[config.mk]
export PLATFORM = sky130hd
export DESIGN_NAME = data_break_arbiter_flat
export DESIGN_NICKNAME = d
export VERILOG_FILES = /design/src/rtl/data_break_arbiter_if.sv /design/src/rtl/data_break_arbiter.sv /design/src/flat_wrapper.sv
export SDC_FILE = /design/constraint.sdc
export NUM_CORES = 1
export LEC_CHECK = 0
export CORE_ASPECT_RATIO = 0.8
export CORE_UTILIZATION = 43
export CTS_BUF_LIST = sky130_fd_sc_hd__clkbuf_8
export DETAILED_ROUTE_END_ITERATION = 8
export GPL_TIMING_DRIVEN = 0
export HOLD_SLACK_MARGIN = 0.08
export PLACE_DENSITY = 0.89
export SETUP_SLACK_MARGIN = 0.2
export SYNTH_ARGS = -nofsm -noshare
export SYNTH_HDL_FRONTEND = slang
export SYNTH_SLANG_ARGS = --single-unit
[constraint.sdc]
create_clock -name clk -period 3 [get_ports clk]
set_clock_uncertainty 0.1 [all_clocks]
set_input_delay 0.3 -clock clk [delete_from_list [all_inputs] [get_ports clk]]
set_output_delay 0.3 -clock clk [all_outputs]
set_load 0.03 [all_outputs]
[src/rtl/data_break_arbiter_if.sv]
// ============================================================================
//  data_break_arbiter_if : device / CPU state machine / memory signal bundle
//  Rev 1.0
// ============================================================================
`default_nettype none

interface data_break_arbiter_if #(
    parameter int NREQ = 4,
    parameter int AW   = 15
);
    logic [NREQ-1:0]    req_i;
    logic [NREQ-1:0]    req_wr_i;
    logic [NREQ*AW-1:0] req_addr_i;
    logic [NREQ*12-1:0] req_wdata_i;
    logic [NREQ-1:0]    grant_o;
    logic [NREQ-1:0]    done_o;
    logic [11:0]        rdata_o;
    logic               data_break_o;
    logic               to_disk_o;
    logic               sm_db_go_i;
    logic               sm_db_end_i;
    logic [AW-1:0]      mem_addr_o;
    logic [11:0]        mem_wdata_o;
    logic               mem_we_o;
    logic [11:0]        mem_rdata_i;

    modport slave (
        input  req_i, req_wr_i, req_addr_i, req_wdata_i,
        input  sm_db_go_i, sm_db_end_i, mem_rdata_i,
        output grant_o, done_o, rdata_o, data_break_o, to_disk_o,
        output mem_addr_o, mem_wdata_o, mem_we_o
    );

    modport master (
        output req_i, req_wr_i, req_addr_i, req_wdata_i,
        output sm_db_go_i, sm_db_end_i, mem_rdata_i,
        input  grant_o, done_o, rdata_o, data_break_o, to_disk_o,
        input  mem_addr_o, mem_wdata_o, mem_we_o
    );
endinterface

`default_nettype wire

[src/rtl/data_break_arbiter.sv]
// ============================================================================
//  data_break_arbiter : PDP-8/E data-break arbiter and memory port driver
//  Option macro DB_ROUND_ROBIN_EN selects round-robin (default fixed priority)
//  Rev 1.0
// ============================================================================
`default_nettype none

module data_break_arbiter #(
    parameter int NREQ = 4,
    parameter int AW   = 15
) (
    input wire                   clk,
    input wire                   rst_n,
    data_break_arbiter_if.slave  bus
);
    localparam int IW = (NREQ > 1) ? $clog2(NREQ) : 1;

    typedef enum logic [2:0] {
        S_IDLE = 3'd0,
        S_REQ  = 3'd1,
        S_XFER = 3'd2,
        S_CAPT = 3'd3,
        S_WEND = 3'd4,
        S_DONE = 3'd5
    } state_t;

    state_t          state_q, state_d;
    logic [NREQ-1:0] grant_q, grant_d;
    logic [NREQ-1:0] done_q, done_d;
    logic [11:0]     rdata_q, rdata_d;
    logic            db_q, db_d;
    logic            to_disk_q, to_disk_d;
    logic [AW-1:0]   mem_addr_q, mem_addr_d;
    logic [11:0]     mem_wdata_q, mem_wdata_d;
    logic            mem_we_q, mem_we_d;
    logic [AW-1:0]   addr_q, addr_d;
    logic [11:0]     wdata_q, wdata_d;
    logic            wr_q, wr_d;

    logic [IW-1:0]   win_idx;
    logic            win_vld;

`ifdef DB_ROUND_ROBIN_EN
    logic [IW-1:0]   ptr_q, ptr_d;

    // Descending scan so the candidate nearest ptr+1 is assigned last and wins.
    always_comb begin
        int cand;
        cand    = 0;
        win_idx = '0;
        win_vld = 1'b0;
        for (int k = NREQ; k >= 1; k--) begin
            cand = (int'(ptr_q) + k) % NREQ;
            if (bus.req_i[IW'(cand)]) begin
                win_idx = IW'(cand);
                win_vld = 1'b1;
            end
        end
    end

    assign ptr_d = (state_q == S_IDLE && win_vld) ? win_idx : ptr_q;

    always_ff @(posedge clk or negedge rst_n) begin
        if (!rst_n) ptr_q <= IW'(NREQ - 1);
        else        ptr_q <= ptr_d;
    end
`else
    always_comb begin
        win_idx = '0;
        win_vld = 1'b0;
        for (int i = NREQ - 1; i >= 0; i--) begin
            if (bus.req_i[IW'(i)]) begin
                win_idx = IW'(i);
                win_vld = 1'b1;
            end
        end
    end
`endif

    always_comb begin
        state_d     = state_q;
        grant_d     = grant_q;
        done_d      = '0;
        rdata_d     = rdata_q;
        db_d        = db_q;
        to_disk_d   = to_disk_q;
        mem_addr_d  = mem_addr_q;
        mem_wdata_d = mem_wdata_q;
        mem_we_d    = 1'b0;
        addr_d      = addr_q;
        wdata_d     = wdata_q;
        wr_d        = wr_q;
        case (state_q)
            S_IDLE: begin
                if (win_vld) begin
                    grant_d   = NREQ'(1) << win_idx;
                    db_d      = 1'b1;
                    wr_d      = bus.req_wr_i[win_idx];
                    to_disk_d = ~bus.req_wr_i[win_idx];
                    addr_d    = bus.req_addr_i[win_idx*AW +: AW];
                    wdata_d   = bus.req_wdata_i[win_idx*12 +: 12];
                    state_d   = S_REQ;
                end
            end
            S_REQ: begin
                if (bus.sm_db_go_i) begin
                    db_d        = 1'b0;
                    mem_addr_d  = addr_q;
                    mem_wdata_d = wdata_q;
                    mem_we_d    = wr_q;
                    state_d     = S_XFER;
                end
            end
            S_XFER: state_d = S_CAPT;
            // Memory data for the XFER address is valid during CAPT.
            S_CAPT: begin
                if (!wr_q) rdata_d = bus.mem_rdata_i;
                state_d = S_WEND;
            end
            S_WEND: begin
                if (bus.sm_db_end_i) begin
                    done_d  = grant_q;
                    state_d = S_DONE;
                end
            end
            S_DONE: begin
                grant_d = '0;
                state_d = S_IDLE;
            end
            default: state_d = S_IDLE;
        endcase
    end

    always_ff @(posedge clk or negedge rst_n) begin
        if (!rst_n) begin
            state_q     <= S_IDLE;
            grant_q     <= '0;
            done_q      <= '0;
            rdata_q     <= '0;
            db_q        <= 1'b0;
            to_disk_q   <= 1'b0;
            mem_addr_q  <= '0;
            mem_wdata_q <= '0;
            mem_we_q    <= 1'b0;
            addr_q      <= '0;
            wdata_q     <= '0;
            wr_q        <= 1'b0;
        end else begin
            state_q     <= state_d;
            grant_q     <= grant_d;
            done_q      <= done_d;
            rdata_q     <= rdata_d;
            db_q        <= db_d;
            to_disk_q   <= to_disk_d;
            mem_addr_q  <= mem_addr_d;
            mem_wdata_q <= mem_wdata_d;
            mem_we_q    <= mem_we_d;
            addr_q      <= addr_d;
            wdata_q     <= wdata_d;
            wr_q        <= wr_d;
        end
    end

    assign bus.grant_o      = grant_q;
    assign bus.done_o       = done_q;
    assign bus.rdata_o      = rdata_q;
    assign bus.data_break_o = db_q;
    assign bus.to_disk_o    = to_disk_q;
    assign bus.mem_addr_o   = mem_addr_q;
    assign bus.mem_wdata_o  = mem_wdata_q;
    assign bus.mem_we_o     = mem_we_q;

    a_grant_onehot: assert property (@(posedge clk) disable iff (!rst_n) $onehot0(grant_q));

endmodule

`default_nettype wire
[src/flat_wrapper.sv]
// flat-port wrapper written by rule: the top's interface ports become plain ports
module data_break_arbiter_flat 
#(
    parameter int NREQ = 4,
    parameter int AW   = 15
)
  (clk, rst_n, bus_req_i, bus_req_wr_i, bus_req_addr_i, bus_req_wdata_i, bus_sm_db_go_i, bus_sm_db_end_i, bus_mem_rdata_i, bus_grant_o, bus_done_o, bus_rdata_o, bus_data_break_o, bus_to_disk_o, bus_mem_addr_o, bus_mem_wdata_o, bus_mem_we_o);
  data_break_arbiter_if #(.NREQ(NREQ), .AW(AW)) bus_i ();
  input wire clk;
  input wire rst_n;
  input wire logic [$bits(bus_i.req_i)-1:0] bus_req_i;
  input wire logic [$bits(bus_i.req_wr_i)-1:0] bus_req_wr_i;
  input wire logic [$bits(bus_i.req_addr_i)-1:0] bus_req_addr_i;
  input wire logic [$bits(bus_i.req_wdata_i)-1:0] bus_req_wdata_i;
  input wire logic [$bits(bus_i.sm_db_go_i)-1:0] bus_sm_db_go_i;
  input wire logic [$bits(bus_i.sm_db_end_i)-1:0] bus_sm_db_end_i;
  input wire logic [$bits(bus_i.mem_rdata_i)-1:0] bus_mem_rdata_i;
  output wire logic [$bits(bus_i.grant_o)-1:0] bus_grant_o;
  output wire logic [$bits(bus_i.done_o)-1:0] bus_done_o;
  output wire logic [$bits(bus_i.rdata_o)-1:0] bus_rdata_o;
  output wire logic [$bits(bus_i.data_break_o)-1:0] bus_data_break_o;
  output wire logic [$bits(bus_i.to_disk_o)-1:0] bus_to_disk_o;
  output wire logic [$bits(bus_i.mem_addr_o)-1:0] bus_mem_addr_o;
  output wire logic [$bits(bus_i.mem_wdata_o)-1:0] bus_mem_wdata_o;
  output wire logic [$bits(bus_i.mem_we_o)-1:0] bus_mem_we_o;
  assign bus_i.req_i = bus_req_i;
  assign bus_i.req_wr_i = bus_req_wr_i;
  assign bus_i.req_addr_i = bus_req_addr_i;
  assign bus_i.req_wdata_i = bus_req_wdata_i;
  assign bus_i.sm_db_go_i = bus_sm_db_go_i;
  assign bus_i.sm_db_end_i = bus_sm_db_end_i;
  assign bus_i.mem_rdata_i = bus_mem_rdata_i;
  assign bus_grant_o = bus_i.grant_o;
  assign bus_done_o = bus_i.done_o;
  assign bus_rdata_o = bus_i.rdata_o;
  assign bus_data_break_o = bus_i.data_break_o;
  assign bus_to_disk_o = bus_i.to_disk_o;
  assign bus_mem_addr_o = bus_i.mem_addr_o;
  assign bus_mem_wdata_o = bus_i.mem_wdata_o;
  assign bus_mem_we_o = bus_i.mem_we_o;
  data_break_arbiter #(.NREQ(NREQ), .AW(AW)) u_core (.clk(clk), .rst_n(rst_n), .bus(bus_i));
endmodule
=== Word level (Yosys, flattened, before mapping) ===
Index checks and enable logic that the tools add are counted.

* Add/sub/neg operators: 0
* Multipliers: 2
* Divide/modulo/power cells: 0
* Magnitude comparators: 1
* Eq/ne operators: 8
* Shifts and indexed selects: 3
* Muxes and demuxes: 19
* Bitwise logic cells: 2
* Reductions and logical operators: 9

{| class="wikitable"
|+ Operator list
! kind !! number
|-
| $shiftx 60x7->15 || 1
|-
| $shiftx 48x7->12 || 1
|-
| $pmux 3 s5 || 1
|-
| $mux 4 || 3
|-
| $mux 3 || 3
|-
| $pmux 4 s2 || 1
|-
| $reduce_and 2->1 || 4
|-
| $mux 1 || 7
|-
| $eq 3x2->1 const B || 2
|-
| $eq 3x3->1 const B || 2
|-
| $mul 2x4->6 const B || 1
|-
| $reduce_and 3->1 || 2
|-
| $mul 2x2->4 const B || 1
|-
| $mux 2 || 2
|-
| $ne 2x2->1 const B || 2
|-
| $reduce_bool 2->1 || 2
|-
| $shl 1x2->4 const A || 1
|-
| $eq 3x1->1 const B || 1
|-
| $logic_not 3->1 || 1
|-
| $lt 2x3->1 const B || 1
|-
| $bmux 1 s2 || 1
|-
| $ne 2x1->1 const B || 1
|-
| $not 1->1 || 2
|-
| $pmux 1 s2 || 1
|}

* Flip-flop bits (word level): 81
* Bits in latches: 0
* Bits in writable memories: 0
* Bits in read-only memories: 0
* Bits of input ports: 132
* Output and inout port bits: 50
* Logic and storage cells: 56
* Memories kept: 0

=== Depth between registers and ports, before layout ===
* Depth in word-level cells: 5
* Depth in mapped cells: 5
* Mapped depth without buffers: 3

=== Worst setup path before layout ===
Ideal clock, no wire load.

* Path type: register to register
* Start point: reg u_core.state_q[1]
* End point: reg u_core.mem_addr_q[10] (netlist: u_core.bus.mem_addr_o[10])
* Library setup time: 0.127 ns
* Data arrival time: 1.276 ns
* Required time: 2.773 ns
* Setup slack: 1.497 ns
* Stages on the path, launching flop included: 6
* Buffers on the path: 3
* Period minus slack after synthesis: 1.503 ns
* Cells stage by stage: dfrtp_1 > buf_6 > nor3_2 > buf_4 > buf_6 > mux2_1

* Cells in the longest elaborated chain, start to end: 2

{| class="wikitable"
|+ RTL lines
! item !! line !! source
|-
| start: declaration || data_break_arbiter.sv:27 || <nowiki>state_t state_q, state_d;</nowiki>
|-
| start signal: assignment || data_break_arbiter.sv:149 || <nowiki>state_q <= state_d;</nowiki>
|-
| $eq 3x1->1 || data_break_arbiter.sv:93 || <nowiki>case (state_q)</nowiki>
|-
| $reduce_and 2->1 (no source line) || n/a ||
|-
| end signal: assignment || data_break_arbiter.sv:155 || <nowiki>mem_addr_q <= mem_addr_d;</nowiki>
|-
| end: declaration || data_break_arbiter.sv:33 || <nowiki>logic [AW-1:0] mem_addr_q, mem_addr_d;</nowiki>
|}

No other way between the ends.
A chain may end at the register's enable or synchronous reset.

=== Worst setup path after layout ===
* Start point: reg u_core.grant_q[0] (netlist: u_core.bus.grant_o[0])
* End point: out bus_grant_o[0]

{| class="wikitable"
|+ RTL lines
! item !! line !! source
|-
| start: declaration || data_break_arbiter.sv:28 || <nowiki>logic [NREQ-1:0] grant_q, grant_d;</nowiki>
|-
| start signal: assignment || data_break_arbiter.sv:150 || <nowiki>grant_q <= grant_d;</nowiki>
|-
| end: declaration || flat_wrapper.sv:18 || <nowiki>output wire logic [$bits(bus_i.grant_o)-1:0] bus_grant_o;</nowiki>
|}

No word-level cell between the ends.

==> impl_metrics.json <==
{
  "status": "completed",
  "crit_slowest_cell": "clkdlybuf4s50_1",
  "numPortBuffers": 117,
  "cts_htree_levels": 3,
  "worst-path-stages": 1,
  "fin_cells": 476,
  "grt_usage": 0.206,
  "synth_area_leaders": "dfrtp_1 (60%), mux2i_1 (8.7%), mux2_2 (7.3%)",
  "crit_buf_inv": 1,
  "r2r_slack_ns": 1.32,
  "leakagePower_uw": 0.00203,
  "rsz0062_at_grt": "no",
  "r2r_cells": 5,
  "vias_per_cell": 5.03,
  "ys_seq_area_frac": 0.598,
  "netlist_area_mm2": 0.00322,
  "gp_congestion": 0.722,
  "num_rows": 27,
  "cap_viol_max_count": 0,
  "floorplan.initialDensity": 0.456,
  "critPathArrivalTime_ns": 1.42,
  "n_fill_cell": 548,
  "initialDrtViolationCount": 49,
  "yosys_warnings": 0,
  "dr_total_vias": 2394,
  "required_ns": 2.60,
  "r2r-start": "u_core.state_q[1]",
  "hp-class": "input port to asynchronous set/reset pin",
  "crit_family": "buffers and inverters",
  "dpl_cell_area_mm2": 0.00454,
  "combPwrFrac": 0.469,
  "multiInputGateArea_mm2": 0.00116,
  "worstSetupPathType": "flip-flop to output port",
  "fin_total_pwr_uw": 5030,
  "period_share": 0.608,
  "wl_um": 7290,
  "diodes": 0,
  "cts_resized": 0,
  "whs_ns": 0.185,
  "final-hold-violation-count": 0,
  "die_w_um": 98.8,
  "tritoncts": "yes",
  "path_clk_slew_ns": 0.07,
  "synth_top_area_cell": "dfrtp_1",
  "stdcell_area_mm2": 0.00477,
  "swShare": 0.380,
  "cts-root-buf": "clkbuf_8",
  "grt_max_degree": 77,
  "cts_setup_buffers": 0,
  "die_area_mm2": 0.00784,
  "first_global_vias": 2658,
  "dp_cells": 459,
  "drive_gt1_frac": 0.159,
  "cts_hold_buf": 1,
  "core_area_mm2": 0.00706,
  "ios": 182,
  "area_growth_pct": 48.2,
  "fin_nets": 516,
  "die_h_um": 79.4,
  "fmax_ghz": 0.548,
  "syn_area_per_cell_um2": 12.8,
  "regArea_mm2": 0.00193,
  "clock_sinks": 77,
  "period_minus_slack_ns": 1.82,
  "antenna_left": 0,
  "drc": 0,
  "power_switching_uw": 1910,
  "hpwl_um": 5350,
  "dr.pass1.iters": 4,
  "clkLatencyLatePin_ns": 0.34,
  "numCtsBuffers": 9,
  "synth_top_area_frac": 0.598,
  "irDropWorstVdd_mv": 0.517,
  "power.internal_uw": 3120,
  "drt-wirelength-per-cell_um": 15.3,
  "power_density_mw_per_mm2": 1050,
  "synth_cells": 251,
  "drv_slew": 0,
  "pwr-share-seq": 0.358,
  "r2r-end": "u_core.bus.mem_wdata_o[1]",
  "synth.ff_latch_count": 77,
  "grt_pass1_wl_um": 12200,
  "path_cells": "clkdlybuf4s50_1",
  "clk_path_buf_depth": 2,
  "end_kind": "output port",
  "synth_cell_types": 26,
  "cp-start-kind": "flip-flop",
  "overflow": 0,
  "critPathMaxStageDelay_ns": 0.70,
  "crit_fanout": 4,
  "clockPowerShare": 0.173,
  "antenna_found_initial": 0,
  "finalSetupViolCount": 0
}
==> sequential cells by signal, indices dropped and copies added, names as in the netlist <==
register / cells
u_core.bus.grant_o: 2
u_core.addr_q: 15
u_core.bus.mem_addr_o: 15
u_core.bus.done_o: 2
u_core.wr_q: 1
u_core.bus.mem_wdata_o: 12
u_core.state_q: 3
u_core.bus.to_disk_o: 1
u_core.bus.data_break_o: 1
u_core.bus.rdata_o: 12
u_core.bus.mem_we_o: 1
u_core.wdata_q: 12
==> logic make-up after synthesis <==
family / after synthesis / share of synthesized area
DFF: 77 / 0.598
muxes: 67 / 0.223
and+or+nand+nor: 43 / 0.0657
AOI/OAI and AO/OA: 40 / 0.0653
buffers and inverters: 23 / 0.0462
other: 1 / 0.00116
==> layer usage <==
metal | GRT usage | wire length [µm] | up-vias
met4 | 0.0791 | 138 | 0
li1 | - | - | 1122
met2 | 0.371 | 3810 | 72
met1 | 0.228 | 2980 | 1186
met3 | 0.0657 | 364 | 14
met5 | 0 | 0 | -
==> final cells by class <==
class / count / share of cell area
Multi-Input combinational cell: 154 / 0.242
Inverter: 2 / 0.00157
Sequential cell: 77 / 0.404
Buffer: 21 / 0.0296
Clock buffer: 11 / 0.0317
Tap cell: 87 / 0.0228
Clock inverter: 5 / 0.0155
Timing Repair Buffer: 119 / 0.253
==> power groups by stage <==
stage	Sequential [µW]	Combinational [µW]	Clock, µW
2_1_floorplan	2350	853	0
3_3_place_gp	1780	2300	0
3_5_place_dp	1820	2380	0
4_1_cts	1800	2380	890
5_1_grt	1860	2540	936
6_report	1800	2360	868
==> synth_stat cells <==
| cell | n |
|---|---|
| dfrtp_1 | 77 |
| nor3_1 | 1 |
| nand3b_1 | 1 |
| mux2_1 | 18 |
| mux2_2 | 21 |
| inv_1 | 2 |
| and2_1 | 1 |
| clkbuf_1 | 1 |
| and4_1 | 2 |
| nor3_2 | 2 |
| nor2b_1 | 1 |
| buf_4 | 10 |
| buf_6 | 2 |
| nor3_4 | 1 |
| mux2i_1 | 28 |
| o21ai_0 | 7 |
| a22oi_1 | 1 |
| o21a_1 | 2 |
| nand2_1 | 4 |
| buf_2 | 8 |
| nand2_2 | 1 |
| conb_1 | 1 |
| o21bai_1 | 1 |
| a21oi_1 | 29 |
| nor2_1 | 28 |
| nand2b_1 | 1 |
==> worst max-delay path by stage <==
stage                                      from                        end  slack, ns
after floorplan               u_core.state_q[1]  u_core.bus.mem_addr_o[10]       1.50
final                     u_core.bus.grant_o[0]             bus_grant_o[0]       1.18
after detailed placement         bus_sm_db_go_i  u_core.bus.mem_wdata_o[1]       0.96
after global routing      u_core.bus.grant_o[0]             bus_grant_o[0]       1.11
after CTS                 u_core.bus.grant_o[0]             bus_grant_o[0]       1.16
after global placement                    rst_n         u_core.wdata_q[11]      -0.99
==> through the flow <==
stage          utilization  setup TNS (ns)  worst slack, ns
2_1_floorplan            -               0             1.50
3_3_place_gp         0.639          -75.60           -0.986
3_5_place_dp         0.643               0            0.961
6_report             0.676               0             1.18
5_1_grt              0.676               0             1.11
4_1_cts              0.676               0             1.16
==> cells in the final DEF, fill, tap and decap left out, types with 2 or more instances in the layout <==
master           netlist  layout
a21oi_1               29      29
and4_1                 2       2
buf_2                  8       8
buf_4                 10      11
buf_6                  2       2
bufinv_16              0       2
clkbuf_8               0      11
clkdlybuf4s50_1        0     116
clkinv_2               0       2
conb_1                 1       4
dfrtp_1               77      77
inv_1                  2       3
mux2_1                18      18
mux2_2                21      21
mux2i_1               28      28
nand2_1                4       4
nor2_1                28      28
nor3_2                 2       2
o21a_1                 2       2
o21ai_0                7       7
Power figures use the tool's default switching activity.
